$ cat config.mk
export PLATFORM = sky130hd
export DESIGN_NAME = eth_tx_arbiter_flat
export DESIGN_NICKNAME = d
export VERILOG_FILES = /design/src/rtl/eth_pkg.sv /design/src/rtl/eth_tx_arbiter_if.sv /design/src/rtl/eth_tx_arb_rr.sv /design/src/rtl/eth_tx_arbiter.sv /design/src/flat_wrapper.sv
export SDC_FILE = /design/constraint.sdc
export NUM_CORES = 1
export LEC_CHECK = 0
export CAP_MARGIN = 25
export CORE_MARGIN = 5
export CORE_UTILIZATION = 24
export DETAILED_ROUTE_END_ITERATION = 8
export PLACE_DENSITY = 0.74
export SYNTH_ARGS = -nofsm -noshare
export SYNTH_HDL_FRONTEND = slang
export SYNTH_SLANG_ARGS = --single-unit
$ cat constraint.sdc
create_clock -name tx_mac_aclk -period 1.5 [get_ports tx_mac_aclk]
set_clock_uncertainty 0.1 [all_clocks]
set_input_delay 0.15 -clock tx_mac_aclk [delete_from_list [all_inputs] [get_ports tx_mac_aclk]]
set_output_delay 0.15 -clock tx_mac_aclk [all_outputs]
set_load 0.03 [all_outputs]
$ cat src/rtl/eth_pkg.sv
// Shared definitions for the Ethernet TX arbiter slice.
//   AXIS_DATA_W        : byte-wide AXI-Stream data width used by every port
//   TIMEOUT_CYCLES_DEF : default mid-frame idle limit before a frame is aborted
//   arb_state_e        : arbiter FSM state encoding
package eth_pkg;

   localparam int AXIS_DATA_W        = 8;
   localparam int TIMEOUT_CYCLES_DEF = 1024;

   typedef enum logic [1:0] {
      ST_IDLE  = 2'd0,
      ST_BUSY  = 2'd1,
      ST_ABORT = 2'd2,
      ST_DRAIN = 2'd3
   } arb_state_e;

endpackage

$ cat src/rtl/eth_tx_arbiter_if.sv
// Byte-wide AXI-Stream TX bundle shared by the requesters and the MAC side.
//   tdata/tlast/tuser/tvalid : driven by the stream source (master)
//   tready                   : driven by the stream sink (slave)
interface eth_tx_arbiter_if;
   import eth_pkg::*;

   logic [AXIS_DATA_W-1:0] tdata;
   logic                   tlast;
   logic                   tuser;
   logic                   tvalid;
   logic                   tready;

   modport master (output tdata, output tlast, output tuser, output tvalid, input  tready);
   modport slave  (input  tdata, input  tlast, input  tuser, input  tvalid, output tready);

endinterface

$ cat src/rtl/eth_tx_arb_rr.sv
// Two-way round-robin picker.
//   req_i[1:0]    : request per port
//   last_winner_i : index of the port that finished the previous frame
//   grant_o[1:0]  : one-hot winner, 2'b00 when nothing requests
module eth_tx_arb_rr
   import eth_pkg::*;
(
   input  logic [1:0] req_i,
   input  logic       last_winner_i,
   output logic [1:0] grant_o
);

   always_comb begin
      grant_o = 2'b00;
      case (req_i)
         2'b01:   grant_o = 2'b01;
         2'b10:   grant_o = 2'b10;
         // Contention: the port after the last winner goes first.
         2'b11:   grant_o = last_winner_i ? 2'b01 : 2'b10;
         default: grant_o = 2'b00;
      endcase
   end

endmodule

$ cat src/rtl/eth_tx_arbiter.sv
// Frame-atomic round-robin arbiter sharing one MAC TX AXI-Stream port
// between two requesters.
//   tx_mac_aclk : clock for all logic
//   glbl_rst    : asynchronous active-high reset
//   s0_axis_tx  : requester 0 stream (slave side of the bundle)
//   s1_axis_tx  : requester 1 stream (slave side of the bundle)
//   m_axis_tx   : stream towards the MAC (master side of the bundle)
//   grant       : one-hot current owner, 2'b00 when idle
//   abort_pulse : one-cycle strobe on the handshake of an abort beat
//   abort_cnt   : saturating count of aborted frames
// Build option ETH_TX_ARB_ABORT_EN enables the mid-frame idle timeout,
// the abort beat and the drain of the truncated frame; without it a
// granted frame may stall forever and the abort outputs are tied to zero.
module eth_tx_arbiter
   import eth_pkg::*;
#(
   parameter int TIMEOUT_CYCLES = TIMEOUT_CYCLES_DEF,
   parameter int ABORT_CNT_W    = 16
) (
   input  logic                   tx_mac_aclk,
   input  logic                   glbl_rst,
   eth_tx_arbiter_if.slave        s0_axis_tx,
   eth_tx_arbiter_if.slave        s1_axis_tx,
   eth_tx_arbiter_if.master       m_axis_tx,
   output logic [1:0]             grant,
   output logic                   abort_pulse,
   output logic [ABORT_CNT_W-1:0] abort_cnt
);

   arb_state_e             state_q, state_d;
   logic [1:0]             grant_q, grant_d;
   logic                   last_q, last_d;
   logic [1:0]             req, rr_gnt;
   logic                   sel;
   logic [AXIS_DATA_W-1:0] g_tdata, m_tdata;
   logic                   g_tlast, g_tuser, g_tvalid, g_tready;
   logic                   m_tlast, m_tuser, m_tvalid;

   assign req = {s1_axis_tx.tvalid, s0_axis_tx.tvalid};
   assign sel = grant_q[1];

   // Granted-port view; only meaningful while grant_q is non-zero.
   assign g_tdata  = sel ? s1_axis_tx.tdata  : s0_axis_tx.tdata;
   assign g_tlast  = sel ? s1_axis_tx.tlast  : s0_axis_tx.tlast;
   assign g_tuser  = sel ? s1_axis_tx.tuser  : s0_axis_tx.tuser;
   assign g_tvalid = sel ? s1_axis_tx.tvalid : s0_axis_tx.tvalid;

   eth_tx_arb_rr u_rr (
      .req_i         (req),
      .last_winner_i (last_q),
      .grant_o       (rr_gnt)
   );

`ifdef ETH_TX_ARB_ABORT_EN
   localparam int TMO_W = $clog2(TIMEOUT_CYCLES + 1);

   logic [TMO_W-1:0]       tmo_q, tmo_d;
   logic                   tmo_hit, abort_hs;
   logic [ABORT_CNT_W-1:0] abort_cnt_q, abort_cnt_d;

   // Fires on the idle cycle that brings the count to TIMEOUT_CYCLES; a
   // cycle with tvalid high clears the count instead, so it never aborts.
   assign tmo_hit = !g_tvalid && (tmo_q == TMO_W'(TIMEOUT_CYCLES - 1));

   always_comb begin
      tmo_d = tmo_q;
      if (state_q != ST_BUSY || g_tvalid) begin
         tmo_d = '0;
      end else if (tmo_q != TMO_W'(TIMEOUT_CYCLES)) begin
         tmo_d = tmo_q + TMO_W'(1);
      end
   end

   always_comb begin
      abort_cnt_d = abort_cnt_q;
      if (abort_hs && (abort_cnt_q != '1)) begin
         abort_cnt_d = abort_cnt_q + ABORT_CNT_W'(1);
      end
   end
`endif

   always_comb begin
      state_d  = state_q;
      grant_d  = grant_q;
      last_d   = last_q;
      m_tdata  = '0;
      m_tlast  = 1'b0;
      m_tuser  = 1'b0;
      m_tvalid = 1'b0;
      g_tready = 1'b0;
`ifdef ETH_TX_ARB_ABORT_EN
      abort_hs = 1'b0;
`endif
      case (state_q)
         ST_IDLE: begin
            if (|req) begin
               grant_d = rr_gnt;
               state_d = ST_BUSY;
            end
         end
         ST_BUSY: begin
            m_tdata  = g_tdata;
            m_tlast  = g_tlast;
            m_tuser  = g_tuser;
            m_tvalid = g_tvalid;
            g_tready = m_axis_tx.tready;
            if (g_tvalid && m_axis_tx.tready && g_tlast) begin
               state_d = ST_IDLE;
               grant_d = 2'b00;
               last_d  = sel;
            end
`ifdef ETH_TX_ARB_ABORT_EN
            else if (tmo_hit) begin
               state_d = ST_ABORT;
            end
`endif
         end
`ifdef ETH_TX_ARB_ABORT_EN
         // Closing beat marked bad so the MAC discards the partial frame.
         ST_ABORT: begin
            m_tvalid = 1'b1;
            m_tlast  = 1'b1;
            m_tuser  = 1'b1;
            if (m_axis_tx.tready) begin
               state_d  = ST_DRAIN;
               abort_hs = 1'b1;
            end
         end
         // Swallow the rest of the abandoned frame up to its tlast.
         ST_DRAIN: begin
            g_tready = 1'b1;
            if (g_tvalid && g_tlast) begin
               state_d = ST_IDLE;
               grant_d = 2'b00;
               last_d  = sel;
            end
         end
`endif
         default: state_d = ST_IDLE;
      endcase
   end

   always_ff @(posedge tx_mac_aclk or posedge glbl_rst) begin
      if (glbl_rst) begin
         state_q <= ST_IDLE;
         grant_q <= 2'b00;
         last_q  <= 1'b1;
      end else begin
         state_q <= state_d;
         grant_q <= grant_d;
         last_q  <= last_d;
      end
   end

`ifdef ETH_TX_ARB_ABORT_EN
   always_ff @(posedge tx_mac_aclk or posedge glbl_rst) begin
      if (glbl_rst) begin
         tmo_q       <= '0;
         abort_cnt_q <= '0;
      end else begin
         tmo_q       <= tmo_d;
         abort_cnt_q <= abort_cnt_d;
      end
   end

   assign abort_pulse = abort_hs;
   assign abort_cnt   = abort_cnt_q;
`else
   assign abort_pulse = 1'b0;
   assign abort_cnt   = '0;
`endif

   assign m_axis_tx.tdata   = m_tdata;
   assign m_axis_tx.tlast   = m_tlast;
   assign m_axis_tx.tuser   = m_tuser;
   assign m_axis_tx.tvalid  = m_tvalid;
   assign s0_axis_tx.tready = g_tready & grant_q[0];
   assign s1_axis_tx.tready = g_tready & grant_q[1];
   assign grant             = grant_q;

endmodule

$ cat src/flat_wrapper.sv
// flat-port wrapper written by rule: the top's interface ports become plain ports
module eth_tx_arbiter_flat import eth_pkg::*;
#(
   parameter int TIMEOUT_CYCLES = TIMEOUT_CYCLES_DEF,
   parameter int ABORT_CNT_W    = 16
)
  (tx_mac_aclk, glbl_rst, grant, abort_pulse, abort_cnt, s0_axis_tx_tdata, s0_axis_tx_tlast, s0_axis_tx_tuser, s0_axis_tx_tvalid, s0_axis_tx_tready, s1_axis_tx_tdata, s1_axis_tx_tlast, s1_axis_tx_tuser, s1_axis_tx_tvalid, s1_axis_tx_tready, m_axis_tx_tdata, m_axis_tx_tlast, m_axis_tx_tuser, m_axis_tx_tvalid, m_axis_tx_tready);
  eth_tx_arbiter_if s0_axis_tx_i ();
  eth_tx_arbiter_if s1_axis_tx_i ();
  eth_tx_arbiter_if m_axis_tx_i ();
  input  logic tx_mac_aclk;
  input  logic glbl_rst;
  output logic [1:0] grant;
  output logic abort_pulse;
  output logic [ABORT_CNT_W-1:0] abort_cnt;
  input wire logic [$bits(s0_axis_tx_i.tdata)-1:0] s0_axis_tx_tdata;
  input wire logic [$bits(s0_axis_tx_i.tlast)-1:0] s0_axis_tx_tlast;
  input wire logic [$bits(s0_axis_tx_i.tuser)-1:0] s0_axis_tx_tuser;
  input wire logic [$bits(s0_axis_tx_i.tvalid)-1:0] s0_axis_tx_tvalid;
  output wire logic [$bits(s0_axis_tx_i.tready)-1:0] s0_axis_tx_tready;
  input wire logic [$bits(s1_axis_tx_i.tdata)-1:0] s1_axis_tx_tdata;
  input wire logic [$bits(s1_axis_tx_i.tlast)-1:0] s1_axis_tx_tlast;
  input wire logic [$bits(s1_axis_tx_i.tuser)-1:0] s1_axis_tx_tuser;
  input wire logic [$bits(s1_axis_tx_i.tvalid)-1:0] s1_axis_tx_tvalid;
  output wire logic [$bits(s1_axis_tx_i.tready)-1:0] s1_axis_tx_tready;
  output wire logic [$bits(m_axis_tx_i.tdata)-1:0] m_axis_tx_tdata;
  output wire logic [$bits(m_axis_tx_i.tlast)-1:0] m_axis_tx_tlast;
  output wire logic [$bits(m_axis_tx_i.tuser)-1:0] m_axis_tx_tuser;
  output wire logic [$bits(m_axis_tx_i.tvalid)-1:0] m_axis_tx_tvalid;
  input wire logic [$bits(m_axis_tx_i.tready)-1:0] m_axis_tx_tready;
  assign s0_axis_tx_i.tdata = s0_axis_tx_tdata;
  assign s0_axis_tx_i.tlast = s0_axis_tx_tlast;
  assign s0_axis_tx_i.tuser = s0_axis_tx_tuser;
  assign s0_axis_tx_i.tvalid = s0_axis_tx_tvalid;
  assign s0_axis_tx_tready = s0_axis_tx_i.tready;
  assign s1_axis_tx_i.tdata = s1_axis_tx_tdata;
  assign s1_axis_tx_i.tlast = s1_axis_tx_tlast;
  assign s1_axis_tx_i.tuser = s1_axis_tx_tuser;
  assign s1_axis_tx_i.tvalid = s1_axis_tx_tvalid;
  assign s1_axis_tx_tready = s1_axis_tx_i.tready;
  assign m_axis_tx_tdata = m_axis_tx_i.tdata;
  assign m_axis_tx_tlast = m_axis_tx_i.tlast;
  assign m_axis_tx_tuser = m_axis_tx_i.tuser;
  assign m_axis_tx_tvalid = m_axis_tx_i.tvalid;
  assign m_axis_tx_i.tready = m_axis_tx_tready;
  eth_tx_arbiter #(.TIMEOUT_CYCLES(TIMEOUT_CYCLES), .ABORT_CNT_W(ABORT_CNT_W)) u_core (.tx_mac_aclk(tx_mac_aclk), .glbl_rst(glbl_rst), .s0_axis_tx(s0_axis_tx_i), .s1_axis_tx(s1_axis_tx_i), .m_axis_tx(m_axis_tx_i), .grant(grant), .abort_pulse(abort_pulse), .abort_cnt(abort_cnt));
endmodule
==> flow_summary.json, run 1 <==
{
  "outcome": "finished with violations",
  "violations": "setup timing",
  "die_h_microns": 56.23,
  "cp-start-kind": "flop",
  "crit_path_end_kind": "output port",
  "dp_cells": 131,
  "io_buffers": 39,
  "drt-total-wl_microns": 1713,
  "cts.sinks": 4,
  "numCtsBuffers": 3,
  "max_cap_violations": 0,
  "remaining_drc_errors": 0,
  "drv_slew": 0,
  "place_hpwl_microns": 1416,
  "start_util_pct": 25.62,
  "holdPathEnd": "u_core.grant[0]",
  "firstDrtPassIters": 4,
  "vdd_drop_max_v": 0.001082,
  "grt_max_degree": 13,
  "r2r_start": "u_core.grant[1]",
  "register_area_sq_um": 102.6,
  "path_cells": "buf_12 -> mux2i_2 -> nor2_2 -> buf_4",
  "rsz0062_at_grt": "yes",
  "routedWlPerCell_microns": 12.60,
  "cts_tree": "yes",
  "num_vias": 559,
  "die_w_microns": 56.23,
  "ff2ff_path_depth": 3,
  "slowest_delay_ns": 0.45,
  "period_share_pct": 103.8,
  "clk_pin_slew_ns": 0.05,
  "setup_slack_ns": -0.05718,
  "fmax_mhz": 642.2,
  "r2r-end": "u_core.last_q",
  "syn_avg_cell_area_sq_um": 8.143,
  "multi_input_area_sq_um": 341.6,
  "synthTopCellsByArea": "buf_4 25%, mux2i_1 21%, dfrtp_1 15%, nor2_1 8.0%, dfstp_2 5.1%",
  "fin_cells": 136,
  "io_pins": 57,
  "row_count": 16,
  "place_area_sq_um": 878.3,
  "hold_viol": 0,
  "min_path_cells": 2,
  "power_density_nw_per_um2": 1859,
  "fin_util_pct": 48.31,
  "cts_buffer_depth": 2,
  "period_minus_slack_ns": 1.557,
  "p_leak_nw": 0.4622,
  "first_global_vias": 556,
  "synth.top_cell.area_share_pct": 24.88,
  "fillers": 208,
  "syn_inst": 63,
  "synth-seq-cells": 4,
  "arrival_ns": 1.31,
  "grt_antenna_before_repair": 0,
  "area_delta_synth_final_pct": 88.54,
  "gp_congestion": 0.7604,
  "syn_area_sq_um": 513.0,
  "yosysWarnings": 0,
  "nets": 135,
  "die_area_sq_um": 3162,
  "path_max_fanout": 10,
  "hold_start": "u_core.grant[0]",
  "ctsHtreeMaxLevel": 1,
  "fin_hold_ws_ns": 0.4788,
  "min_path_type": "flop to flop",
  "yosysUniqueCellTypes": 19,
  "cts_root_buffer": "clkbuf_4",
  "num_antenna_cells": 0,
  "drive_gt1_share_pct": 35.78,
  "yosysTopAreaCell": "buf_4",
  "grt_pass1_wl_microns": 2608,
  "grt_overflow": 0,
  "post_cts_buffers": 0,
  "routed_via_density": 4.110,
  "finalSetupTns_ns": -0.2666,
  "ant_nets": 0,
  "gr-usage-all-layers_pct": 10.84,
  "clock_latency_ns": 0.25,
  "final_cell_area_sq_um": 967.2,
  "crit_slowest_cell": "dfrtp_2",
  "r2r_slack_ns": 0.03,
  "ys_seq_area_share_pct": 19.76,
  "setup_viol": 10,
  "crit_required_ns": 1.25,
  "drt_iter0_markers": 9,
  "criticalPathCategory": "flop to output port",
  "core_sq_um": 2002
}
## flip-flops by register name (all words and copies together) (netlist names)
register	flops
u_core.state_q	1
u_core.last_q	1
u_core.grant	2
## worst max path at each step
stage,startpoint,to,depth (start not counted)
after floorplan,u_core.grant[1],u_core.last_q,4
after global placement,s1_axis_tx_tlast,u_core.last_q,4
after detailed placement,s1_axis_tx_tlast,u_core.last_q,4
after CTS,u_core.grant[1],m_axis_tx_tdata[3],4
after global routing,u_core.grant[1],m_axis_tx_tdata[3],4
final,u_core.grant[1],m_axis_tx_tdata[3],4
## layout make-up
class | instances | area share [%]
repair buffers | 46 | 46.31
multi-input cells | 51 | 35.32
flip-flops and latches | 4 | 10.61
well taps | 27 | 3.493
clock buffers | 4 | 2.717
inverters | 4 | 1.552
## where the power goes
group	switching, mW	internal, mW
combinational	0.788	0.615
sequential	0.0691	0.170
clock	0.0548	0.100
## critical path: cells and delay by family, from the launching register on
kind	cells	cell delay, ns
buffers and inverters	2	0.32
and+or+nand+nor	1	0.05
DFF	1	0.45
muxes	1	0.23
## repair_timing
| action | 4_1_cts | 5_1_grt |
|---|---|---|
| setup endpoints to repair | 12 | 14 |
| hold buffers | 1 | 0 |
| hold endpoints to repair | 3 | 0 |
| resized for setup | 12 | 4 |
## logic make-up after synthesis
group                  synth area share (%)
AOI/OAI and AO/OA                     7.318
DFF                                   19.76
buffers and inverters                 31.70
muxes                                 24.39
other                                0.7310
and+or+nand+nor                       16.10
## cell usage after synthesis
cell type / instances
dfrtp_1: 3
nand2_1: 2
o21ai_0: 1
buf_4: 17
buf_6: 1
dfstp_2: 1
a211o_1: 1
nor4_4: 1
nor2_1: 11
o21bai_1: 1
conb_1: 1
clkbuf_1: 1
inv_1: 4
mux2i_1: 11
mux2_4: 1
and3_1: 2
buf_2: 1
o21ai_1: 2
o22ai_1: 1
## layer usage
metal	vias up	global-route usage, %	routed length [microns]
met5	-	0	0
met4	0	5.085	17
met3	2	4.176	179
met2	30	18.70	877
met1	260	11.48	638
li1	267	-	-
## cell usage in the layout (no fill, tap or decap)
cell	count
clkbuf_4	3
o21ai_1	2
clkbuf_1	1
dfstp_2	1
nor2_1	4
buf_4	12
dlygate4sd3_1	1
inv_2	1
buf_12	1
conb_1	17
o21bai_1	1
nand2_1	2
o21ai_0	1
dfrtp_2	1
mux2_4	1
o22ai_1	1
nor2_2	7
clkdlybuf4s50_1	24
mux2i_1	7
buf_6	7
dfrtp_1	2
inv_1	3
a211o_1	1
nor4_4	1
and3_1	2
mux2i_2	4
dlygate4sd2_1	1
## stage by stage
step / total power [mW] / setup slack (ns)
floorplan: 1.098 / -0.06521
global placement: 1.497 / -0.001257
detailed placement: 1.516 / -0.07214
CTS: 1.779 / -0.07185
global route: 1.904 / -0.1116
finish: 1.798 / -0.05718
(Power assumes the default switching activity.)
==> inputs of run 2 (changes only) <==
--- a/config.mk
+++ b/config.mk
@@ -5,11 +5,12 @@
 export SDC_FILE = /design/constraint.sdc
 export NUM_CORES = 1
 export LEC_CHECK = 0
+export ABC_AREA = 1
 export CAP_MARGIN = 25
 export CORE_MARGIN = 5
 export CORE_UTILIZATION = 24
 export DETAILED_ROUTE_END_ITERATION = 8
-export PLACE_DENSITY = 0.74
+export PLACE_DENSITY = 0.75
 export SYNTH_ARGS = -nofsm -noshare
 export SYNTH_HDL_FRONTEND = slang
 export SYNTH_SLANG_ARGS = --single-unit
==> run 2 against run 1 <==
The flow now finishes without violations. Largest power group unchanged. Maximum frequency rose by 5.7%. Sequential share of layout area rose by 0.26 points. Largest cell class unchanged. Global-route usage barely moved. Clock power barely moved. Flip-flop and latch count did not move. Critical path type unchanged.
==> flow_summary.json, run 2 <==
{
  "outcome": "finished, final reports clean",
  "gr-usage-all-layers_pct": 10.81,
  "grt_antenna_before_repair": 0,
  "final_common_cell": "clkdlybuf4s50_1",
  "synth_common_cells": "20 x nor2_1, 17 x buf_4, 11 x nand2_1, 10 x o21ai_0, 6 x inv_1",
  "numCtsBuffers": 3,
  "ctsHtreeMaxLevel": 1,
  "syn_inst": 83,
  "fin_util_pct": 48.72,
  "yosysWarnings": 0,
  "io_buffers": 39,
  "routed_via_density": 4.091,
  "period_share_pct": 98.26,
  "drt_iter0_markers": 8,
  "final_cell_area_sq_um": 955.9,
  "synth.most_common_cell": "nor2_1",
  "grt_pass1_wl_microns": 2622,
  "path_max_fanout": 5,
  "first_global_vias": 581,
  "synth-edff-count": 0,
  "synth-seq-cells": 4,
  "vdd_drop_max_v": 0.0009903,
  "remaining_drc_errors": 0,
  "power_mw": 1.864,
  "hold_start": "u_core.last_q",
  "ys_seq_area_share_pct": 20.40,
  "io_pins": 57,
  "die_area_sq_um": 3080,
  "power_density_nw_per_um2": 1950,
  "crit_path_end_kind": "output port",
  "clk_pin_slew_ns": 0.03,
  "drv_slew": 0,
  "die_h_microns": 55.50,
  "period_minus_slack_ns": 1.474,
  "core_sq_um": 1962,
  "yosysUniqueCellTypes": 19,
  "ant_nets": 0,
  "yosysTopAreaCell": "buf_4",
  "start_util_pct": 25.32,
  "largest_register_ffs": 2,
  "min_path_cells": 2,
  "drt-total-wl_microns": 1737,
  "cts_root_buffer": "clkbuf_4",
  "grt_overflow": 0,
  "row_count": 16,
  "syn_area_sq_um": 496.7,
  "area_delta_synth_final_pct": 92.44,
  "firstDrtPassIters": 5,
  "synthTopCellsByArea": "buf_4 26%, dfrtp_1 15%, nor2_1 15%, o21ai_0 10%, nand2_1 8.3%",
  "hold_viol": 0,
  "num_antenna_cells": 0,
  "gp_congestion": 0.7985,
  "nets": 153,
  "synth.top_cell.area_share_pct": 25.69,
  "cts.sinks": 4,
  "cts_tree": "yes",
  "num_vias": 630,
  "synthArstFlopShare_pct": 100.0,
  "place_hpwl_microns": 1334,
  "max_cap_violations": 0,
  "grt_max_degree": 14,
  "setup_viol": 0,
  "cts_buffer_depth": 2,
  "routedWlPerCell_microns": 11.28,
  "crit_required_ns": 1.25,
  "final_cell_mix": "24 x clkdlybuf4s50_1, 17 x conb_1, 14 x buf_4",
  "die_w_microns": 55.50,
  "fmax_mhz": 678.5,
  "p_leak_nw": 0.4715,
  "criticalPathCategory": "flop to output port",
  "rsz0062_at_grt": "yes",
  "r2r_start": "u_core.grant[1]",
  "ff2ff_path_depth": 8,
  "arrival_ns": 1.22,
  "clock_latency_ns": 0.25,
  "place_area_sq_um": 839.6,
  "drive_gt1_share_pct": 39.37,
  "min_path_type": "flop to flop",
  "setup.worst_path.start": "u_core.grant[1]",
  "syn_avg_cell_area_sq_um": 5.985,
  "yosys_most_used_dff": "dfrtp_1",
  "cp-start-kind": "flop"
}
==> run 2: stage by stage <==
stage                     worst slack [ns]  setup TNS [ns]  hold WS (ns)  std cells
after global routing              -0.02326         -0.1254        0.4500        154
after detailed placement            0.1306               0        0.2532        146
after global placement              0.1579               0        0.2554        146
final                              0.02616               0        0.4096        154
after CTS                       -0.0002719      -0.0002719        0.4133        153
after floorplan                  -0.009604       -0.009604       -0.1846         99
==> run 2: worst max-delay path, stage by stage, from the launching register on <==
cell and delay, ns:
dfrtp_2 0.44, buf_4 0.17, o21ai_1 0.17, nor2_2 0.04, buf_4 0.16
==> run 2: power by group <==
group          internal, mW  leakage [nW]  switching [mW]
registers             0.167        0.0444          0.0963
clock network         0.101        0.0150          0.0560
logic                 0.563         0.412           0.881
==> run 2: layer usage <==
metal  share of wire [%]  vias to the layer above  global-route usage, %
met1                  36                      278                  11.16
met5                   0                        -                      0
met3                  11                        3                  4.662
met4                 1.7                        0                  6.250
li1                    -                      310                      -
met2                  51                       39                  18.07
==> run 2: layout make-up <==
cell class / count / area (sq um)
inverters: 7 / 28.78
well taps: 27 / 33.78
flip-flops and latches: 4 / 103.9
repair buffers: 44 / 409.1
fillers: 221 / 1006
clock buffers: 4 / 26.28
multi-input cells: 68 / 354.1
==> run 2: repair_timing <==
item / CTS / global route
hold endpoints to repair: 3 / 0
hold buffers: 1 / 0
resized for setup: 10 / 21
gates cloned: 0 / 1
endpoints found under the setup margin: 13 / 9
setup buffers: 2 / 0
pin swaps: 1 / 3
==> run 2: kinds of logic after synthesis <==
logic type | after synthesis | share of synthesized area, %
AOI/OAI and AO/OA | 13 | 13.60
buffers and inverters | 27 | 33.75
DFF | 4 | 20.40
other | 1 | 0.7549
and+or+nand+nor | 38 | 31.49
==> run 2: worst paths after layout <==
| check | to | slack [ns] |
|---|---|---|
| worst min register to register | u_core.last_q | 0.41 |
| worst max register to register | u_core.grant[1] | 0.16 |
| min in group asynchronous | u_core.grant[0] | 0.55 |
| worst min-delay path | u_core.last_q | 0.41 |
| max in group asynchronous | u_core.last_q | 0.52 |
| worst max-delay path | m_axis_tx_tdata[4] | 0.03 |
==> inputs of run 3 (changes only) <==
--- a/config.mk
+++ b/config.mk
@@ -9,8 +9,10 @@
 export CAP_MARGIN = 25
 export CORE_MARGIN = 5
 export CORE_UTILIZATION = 24
+export CTS_BUF_LIST = sky130_fd_sc_hd__clkbuf_16
 export DETAILED_ROUTE_END_ITERATION = 8
-export PLACE_DENSITY = 0.75
+export PLACE_DENSITY = 0.74
 export SYNTH_ARGS = -nofsm -noshare
 export SYNTH_HDL_FRONTEND = slang
+export SYNTH_HIERARCHICAL = 1
 export SYNTH_SLANG_ARGS = --single-unit
==> run 3 against run 2 <==
Final cell count is 1.9% higher. Maximum frequency is 0.34% lower. Sequential share of layout area is 0.10 points lower. Clock power grew to 2.7 times the previous value. Global-route usage is 0.65 points lower. Wire length is 1.9% lower. Largest power group unchanged. Cell area is 0.26% lower. Die area is 2.7% higher. First-iteration DRC count is 75% higher. Register-to-register slack better by 0.07 ns. Critical path depth stayed put.
==> flow_summary.json, run 3 <==
{
  "hold_buffers": 0,
  "synthArstFlopShare_pct": 100.0,
  "cts_tree": "yes",
  "p_leak_nw": 0.5041,
  "post_cts_buffers": 0,
  "drt_iter0_markers": 14,
  "period_minus_slack_ns": 1.479,
  "final_common_cell": "clkdlybuf4s50_1",
  "first_global_vias": 596,
  "place_hpwl_microns": 1378,
  "grt_overflow": 0,
  "outcome": "finished, final reports clean",
  "core_sq_um": 2002,
  "grt_pass1_wl_microns": 2622,
  "final_cell_area_sq_um": 953.4,
  "yosysTopAreaCell": "buf_4",
  "largest_register_ffs": 2,
  "synthTopCellsByArea": "buf_4 25%, dfrtp_1 15%, nor2_1 15%, nand2_1 10%, o21ai_0 9.8%",
  "clock_latency_ns": 0.22,
  "final_cell_mix": "24 x clkdlybuf4s50_1, 17 x conb_1, 16 x buf_4",
  "synth.most_common_cell": "nor2_1",
  "path_max_fanout": 9,
  "yosys_most_used_dff": "dfrtp_1",
  "crit_path_end_kind": "output port",
  "synth-edff-count": 0,
  "criticalPathCategory": "flop to output port",
  "firstDrtPassIters": 4,
  "r2r_slack_ns": 0.23,
  "synth.top_cell.area_share_pct": 24.88,
  "io_buffers": 39,
  "start_util_pct": 25.62,
  "place_area_sq_um": 870.8,
  "power_mw": 1.914,
  "syn_inst": 88,
  "area_delta_synth_final_pct": 85.85,
  "cp-start-kind": "flop",
  "rsz0062_at_grt": "yes",
  "gp_congestion": 0.8350,
  "finalSetupTns_ns": 0,
  "fin_util_pct": 47.63,
  "synth-seq-cells": 4,
  "hold_viol": 0,
  "fmax_mhz": 676.2,
  "syn_avg_cell_area_sq_um": 5.829,
  "remaining_drc_errors": 0,
  "min_path_type": "primary input to asynchronous set/reset pin",
  "crit_required_ns": 1.25,
  "setup_slack_ns": 0.02116,
  "synth_common_cells": "20 x nor2_1, 17 x buf_4, 14 x nand2_1, 10 x o21ai_0, 8 x inv_1",
  "syn_area_sq_um": 513.0,
  "grt_antenna_before_repair": 0,
  "ant_nets": 0,
  "max_cap_violations": 0,
  "row_count": 16,
  "io_pins": 57,
  "die_h_microns": 56.23,
  "ctsHtreeMaxLevel": 1,
  "dp_slack_ns": 0.1151,
  "arrival_ns": 1.23,
  "numCtsBuffers": 3,
  "yosysUniqueCellTypes": 18,
  "num_antenna_cells": 0,
  "routed_via_density": 3.943,
  "setup_viol": 0,
  "dp_cells": 153,
  "fin_cells": 157,
  "cts.sinks": 4,
  "cts_root_buffer": "clkbuf_16",
  "drv_slew": 0,
  "cts_buffer_depth": 2,
  "yosysWarnings": 6,
  "period_share_pct": 98.59,
  "power_density_nw_per_um2": 2007,
  "fin_hold_ws_ns": 0.02035,
  "clk_pin_slew_ns": 0.03,
  "num_vias": 619,
  "vdd_drop_max_v": 0.0008574,
  "drt-total-wl_microns": 1704,
  "ys_seq_area_share_pct": 19.76,
  "routedWlPerCell_microns": 10.85,
  "drive_gt1_share_pct": 27.69,
  "die_area_sq_um": 3162,
  "gr-usage-all-layers_pct": 10.16,
  "die_w_microns": 56.23,
  "grt_max_degree": 14,
  "nets": 156
}
==> run 3: cell types whose count changed in the layout (fill, tap and decap cells not counted), moves of 2 or more <==
cell	delta
nand2_1	+7
o21ai_2	-5
inv_1	+4
nand2_2	-4
o21ai_0	+4
buf_6	-3
clkbuf_16	+3
clkbuf_4	-3
buf_4	+2
nor2_1	+2
==> run 3: path summary, 6_finish.rpt <==
path / start / endpoint / cells past startpoint
min: glbl_rst / u_core/grant[0] / 2
max reg2reg: u_core/grant[1] / u_core/grant[1] / 7
min reg2reg: u_core/last_q / u_core/last_q / 2
min in group tx_mac_aclk: u_core/last_q / u_core/last_q / 2
max in group asynchronous: glbl_rst / u_core/last_q / 2
max: u_core/grant[1] / m_axis_tx_tdata[7] / 4
==> run 3: what timing repair did <==
| action | CTS | global route |
|---|---|---|
| setup endpoints to repair | 3 | 9 |
| pin swaps | 0 | 0 |
| gates resized for setup | 3 | 5 |
| hold endpoints to repair | 0 | 0 |
| gates cloned | 0 | 0 |
==> run 3: cells by family after synthesis <==
group | after synthesis | share of synthesized area [%]
AOI/OAI and AO/OA | 12 | 11.71
buffers and inverters | 29 | 34.14
DFF | 4 | 19.76
other | 1 | 0.7310
and+or+nand+nor | 42 | 33.66
==> run 3: final cells by class <==
cell class | count | area, sq um
repair buffers | 42 | 380.4
clock buffers | 3 | 75.07
inverters | 9 | 33.78
fillers | 202 | 1049
multi-input cells | 71 | 324.1
flip-flops and latches | 4 | 102.6
well taps | 27 | 33.78
clock inverters | 1 | 3.754
==> run 3: critical path, stage by stage (launching register included) <==
cell and delay, ns:
dfrtp_1 0.39, buf_4 0.18, o21ai_0 0.22, nor2_2 0.05, buf_4 0.16
==> run 3: layer usage <==
| layer | share of wire, % | vias to the layer above | wire (microns) | GRT usage [%] |
|---|---|---|---|---|
| li1 | - | 321 | - | - |
| met1 | 41 | 263 | 693 | 10.90 |
| met2 | 48 | 35 | 826 | 18.86 |
| met3 | 11 | 0 | 185 | 3.712 |
| met4 | 0 | 0 | 0 | 2.034 |
| met5 | 0 | - | 0 | 0 |
==> run 3: report_power, final <==
group	internal (mW)	switching (mW)
Combinational	0.455	0.791
Sequential	0.171	0.0780
Clock	0.344	0.0746
